$ cat src/rtl/serial_sub_if.sv
// Start/busy/done handshake and operand/result bus for the digit-serial subtractor.
interface serial_sub_if #(parameter int WIDTH = 8);
  logic             start;
  logic [WIDTH-1:0] a;
  logic [WIDTH-1:0] b;
  logic             bin;
  logic             busy;
  logic             done;
  logic [WIDTH-1:0] d;
  logic             bout;
  logic             zero;

  modport master (output start, a, b, bin, input busy, done, d, bout, zero);
  modport slave  (input start, a, b, bin, output busy, done, d, bout, zero);
endinterface

$ cat src/rtl/serial_sub.sv
// Digit-serial ripple-borrow subtractor: D = A - B - bin, DIGIT bits per clock, LSB first.
module serial_sub #(
    parameter int WIDTH = 8,
    parameter int DIGIT = 1
) (
    input logic     clk,
    input logic     rst,
    serial_sub_if.slave bus
);
    localparam int STEPS = WIDTH / DIGIT;
    localparam int CW    = (STEPS > 1) ? $clog2(STEPS) : 1;

    typedef enum logic {IDLE, RUN} state_t;

    state_t           state, state_nxt;
    logic [CW-1:0]    cnt;
    logic [WIDTH-1:0] opa, opb, res, res_nxt, d_q;
    logic             brw, bout_q, zero_q, done_q;
    logic [DIGIT:0]   bc;
    logic [DIGIT-1:0] dif;
    logic             last;

    assign last = (cnt == CW'(STEPS - 1));

    // One DIGIT-wide ripple chain, seeded by the borrow carried from the previous cycle
    assign bc[0] = brw;
    for (genvar i = 0; i < DIGIT; i++) begin : g_bit
        assign dif[i]   = opa[i] ^ opb[i] ^ bc[i];
        assign bc[i+1]  = (~opa[i] & (opb[i] | bc[i])) | (opb[i] & bc[i]);
    end

    // New slice enters at the top; after STEPS shifts the LSB slice has reached bit 0
    assign res_nxt = (res >> DIGIT) | (WIDTH'(dif) << (WIDTH - DIGIT));

    always_ff @(posedge clk) begin
        if (rst) state <= IDLE;
        else     state <= state_nxt;
    end

    always_comb begin
        state_nxt = state;
        if (state == IDLE) begin
            if (bus.start) state_nxt = RUN;
        end else begin
            if (last) state_nxt = IDLE;
        end
    end

    always_comb begin
        bus.busy = (state == RUN);
        bus.done = done_q;
        bus.d    = d_q;
        bus.bout = bout_q;
        bus.zero = zero_q;
    end

    always_ff @(posedge clk) begin
        if (rst) begin
            cnt    <= '0;
            brw    <= 1'b0;
            opa    <= '0;
            opb    <= '0;
            res    <= '0;
            d_q    <= '0;
            bout_q <= 1'b0;
            zero_q <= 1'b0;
            done_q <= 1'b0;
        end else begin
            done_q <= 1'b0;
            if (state == IDLE) begin
                if (bus.start) begin
                    opa <= bus.a;
                    opb <= bus.b;
                    brw <= bus.bin;
                    cnt <= '0;
                end
            end else begin
                opa <= opa >> DIGIT;
                opb <= opb >> DIGIT;
                brw <= bc[DIGIT];
                res <= res_nxt;
                cnt <= cnt + CW'(1);
                // Visible outputs move only on completion so partial sums never leak
                if (last) begin
                    d_q    <= res_nxt;
                    bout_q <= bc[DIGIT];
                    zero_q <= (res_nxt == '0);
                    done_q <= 1'b1;
                end
            end
        end
    end
endmodule
$ cat src/flat_wrapper.sv
// flat-port wrapper written by rule: the top's interface ports become plain ports
module serial_sub_flat 
#(
    parameter int WIDTH = 8,
    parameter int DIGIT = 1
)
  (clk, rst, bus_start, bus_a, bus_b, bus_bin, bus_busy, bus_done, bus_d, bus_bout, bus_zero);
  serial_sub_if #(.WIDTH(WIDTH)) bus_i ();
  input logic clk;
  input logic rst;
  input wire logic [$bits(bus_i.start)-1:0] bus_start;
  input wire logic [$bits(bus_i.a)-1:0] bus_a;
  input wire logic [$bits(bus_i.b)-1:0] bus_b;
  input wire logic [$bits(bus_i.bin)-1:0] bus_bin;
  output wire logic [$bits(bus_i.busy)-1:0] bus_busy;
  output wire logic [$bits(bus_i.done)-1:0] bus_done;
  output wire logic [$bits(bus_i.d)-1:0] bus_d;
  output wire logic [$bits(bus_i.bout)-1:0] bus_bout;
  output wire logic [$bits(bus_i.zero)-1:0] bus_zero;
  assign bus_i.start = bus_start;
  assign bus_i.a = bus_a;
  assign bus_i.b = bus_b;
  assign bus_i.bin = bus_bin;
  assign bus_busy = bus_i.busy;
  assign bus_done = bus_i.done;
  assign bus_d = bus_i.d;
  assign bus_bout = bus_i.bout;
  assign bus_zero = bus_i.zero;
  serial_sub #(.WIDTH(WIDTH), .DIGIT(DIGIT)) u_core (.clk(clk), .rst(rst), .bus(bus_i));
endmodule
$ cat config.mk
export PLATFORM = sky130hd
export DESIGN_NAME = serial_sub_flat
export DESIGN_NICKNAME = d
export VERILOG_FILES = /design/src/rtl/serial_sub_if.sv /design/src/rtl/serial_sub.sv /design/src/flat_wrapper.sv
export SDC_FILE = /design/constraint.sdc
export NUM_CORES = 1
export LEC_CHECK = 0
export CORE_MARGIN = 3
export CORE_UTILIZATION = 35
export CTS_CLUSTER_DIAMETER = 200
export DETAILED_ROUTE_END_ITERATION = 8
export PLACE_DENSITY = 0.64
export SLEW_MARGIN = 20
export SYNTH_ARGS = -nofsm -noshare
export SYNTH_HDL_FRONTEND = slang
export SYNTH_SLANG_ARGS = --single-unit
export TNS_END_PERCENT = 100
$ cat constraint.sdc
create_clock -name clk -period 2.33 [get_ports clk]
set_input_delay 0.466 -clock clk [delete_from_list [all_inputs] [get_ports clk]]
set_output_delay 0.466 -clock clk [all_outputs]
set_load 0.1 [all_outputs]
==> metrics.txt <==
initial antenna violation count=0; met3 wire len=147 um; Final Worst Setup Slack=0.550 ns; clock sink count=39; worst-skew pair later-pin latency=0.29 ns; Yosys warnings=0; Worst-path clk slew=0.08 ns; switching part of the total=0.248; post-DP HPWL=2360 um; Post-Synthesis Cells=165; Top Layer Used=met4; post-route cell area=0.00209 mm2; Hold Crit Depth=2; Root Driver=clkbuf_8; arrival time worst endpoint=1.98 ns; initial core utilization=0.375; final net count=218; Post-DP Area=0.00201 mm2; largest net degree at the start of global routing=33; Slew @ Worst Pin=0.373 ns; fraction of layout cells with a size suffix above 1=0.143; crit path from=u_core.brw; CTS tree=built; Hold Path Class=reg -> reg; top cell type's share of synthesized area=0.462; post-cts sizing count=0; Core ar.=0.00450 mm2; vias in the first global route=1304; logic gate share of total power=0.132; startpoint of the worst hold path=u_core.res[1]; RSZ-0062 raised after global routing=false; sequential area share after synthesis=0.462; count leader, synth=dfxtp_1; P_int=0.997 mW; Fin. Hold Viols=0; sequential power share=0.542; outcome=complete, no violations; Highest Clock Rate=562 MHz; Fill cells=447; Placer Congestion=0.803; FFs w/ async S/R, synth=0; Yosys cell types=26; FP Rows=24; reg2reg start=u_core.brw; post-cts hold buffer count=0; metal2 WL=1560 um; Remaining Overflow, GRT=0; Post-synth top cells=dfxtp_1 (39), mux2i_1 (23), a211oi_1 (17); vias post-DR=1290; routed wire length=3400 um; main flop type after synthesis=dfxtp_1; Vias/cell=5.20; final worst path period share=0.764; H-tree levels=2; area leader, netlist=dfxtp_1; Detailed Routing Iterations Pass 1=4; chip width=75.5 um; n_diodes=0; share of total power in the clock network=0.326; Slew headroom=0.751; maxcap violations=0; register area=781 um2; fin. max-slew vios=0; Avg WL per Cell=13.7 um; CP Launch Type=flop; Power Density=633 mW/mm2; register bit total from synthesis=39; post-synthesis cell area=0.00169 mm2; # DRC=0; 1st-iter DRT viols=66; Clock Tree Buf Depth=2; setup repair bufs after CTS=0; first-pass GRT wire length=5840 um; CP Class=reg -> reg; Ports=32; Die Area=0.00570 mm2; final antenna-violating net count=0; # port buffers=31; number of synthesized flops with an enable pin=0; Synthesized Nets=188; Reg2Reg Depth=3; Global Route Usage Sum=0.134; switching power=0.330 mW; number of setup violations in the final report=0; Pleak=0.855 nW; Num CTS Buffers=5; largest cells by area after synthesis=dfxtp_1 (46%), mux2i_1 (14%), a211oi_1 (7.6%), nor2b_1 (5.6%), a21bo_1 (4.1%); wl on met1=1610 um; Layout Utilization=0.465; clock skew=0.00671 ns; Critical Path RT=2.53 ns; Post-Syn Area per Cell=10.2 um2; area of the multi-input gates=818 um2; area grow syn2layout=24.0%; Die Y=75.5 um; total power draw=1.33 mW; dpl ws=0.568 ns; crit end category=flop; crit path time final=1.78 ns; CP max FO=3; setup tns final=0 ns; Worst VDD drop=358 uV
==> path summary, 6_finish.rpt <==
check	endpoint	slack, ns
worst min register to register	u_core.bus.d[0]	0.50
worst max-delay path	u_core.bus.zero	0.55
worst max register to register	u_core.bus.zero	0.55
worst min-delay path	u_core.bus.d[0]	0.50
==> logic make-up (layout without fill, tap and decap cells) <==
logic type / after synthesis / in the layout / synth area share
compound gates: 38 / 38 / 0.168
simple gates: 45 / 45 / 0.153
buf+inv: 17 / 48 / 0.0533
flops: 39 / 39 / 0.462
fa+ha+maj: 3 / 3 / 0.0267
mux: 23 / 23 / 0.136
==> metrics by stage <==
step | hold slack, ns | cells
6_report | 0.502 | 248
5_1_grt | 0.544 | 248
4_1_cts | 0.508 | 248
3_5_place_dp | 0.497 | 240
3_3_place_gp | 0.487 | 240
2_1_floorplan | 0.464 | 165
==> sequential cells by signal (all words and copies together) (netlist names) <==
name and flops:
u_core.brw 1, u_core.bus.bout 1, u_core.bus.zero 1, u_core.bus.d 8, u_core.cnt 3, u_core.opb 8
u_core.res 7, u_core.bus.done 1, u_core.opa 8, u_core.bus.busy 1
==> power groups by stage <==
stage	logic, mW	clock network (mW)	registers (mW)
2_1_floorplan	0.109	0	0.736
3_3_place_gp	0.171	0	0.732
3_5_place_dp	0.177	0	0.733
4_1_cts	0.178	0.448	0.718
5_1_grt	0.194	0.475	0.723
6_report	0.176	0.433	0.719
==> layer usage <==
metal	track usage	up-vias
met3	0.0396	9
met1	0.171	609
met4	0.0602	0
met2	0.209	24
li1	-	648
met5	0	-
==> final cells by class <==
cell class,count,area share
Clock buffer,7,0.0364
Clock inverter,1,0.00239
Inverter,3,0.00538
Multi-Input combinational cell,109,0.391
Sequential cell,39,0.373
Tap cell,52,0.0311
Timing Repair Buffer,37,0.161
==> layout by cell type, fill, tap and decap left out, types with 5 or more instances in the layout <==
master and instances:
a211oi_1 17, a21bo_1 7, a21oi_1 12, buf_4 17
clkbuf_8 5, clkdlybuf4s50_1 19, dfxtp_1 39, mux2i_1 23
nand3_1 8, nor2_1 8, nor2b_1 15
==> worst max-delay path: stages (launching register included) <==
cell and delay (ns):
dfxtp_1 0.34, fa_1 0.62, or4b_1 0.48, o32ai_2 0.26
Note: power is estimated with default switching activity, not from simulation.
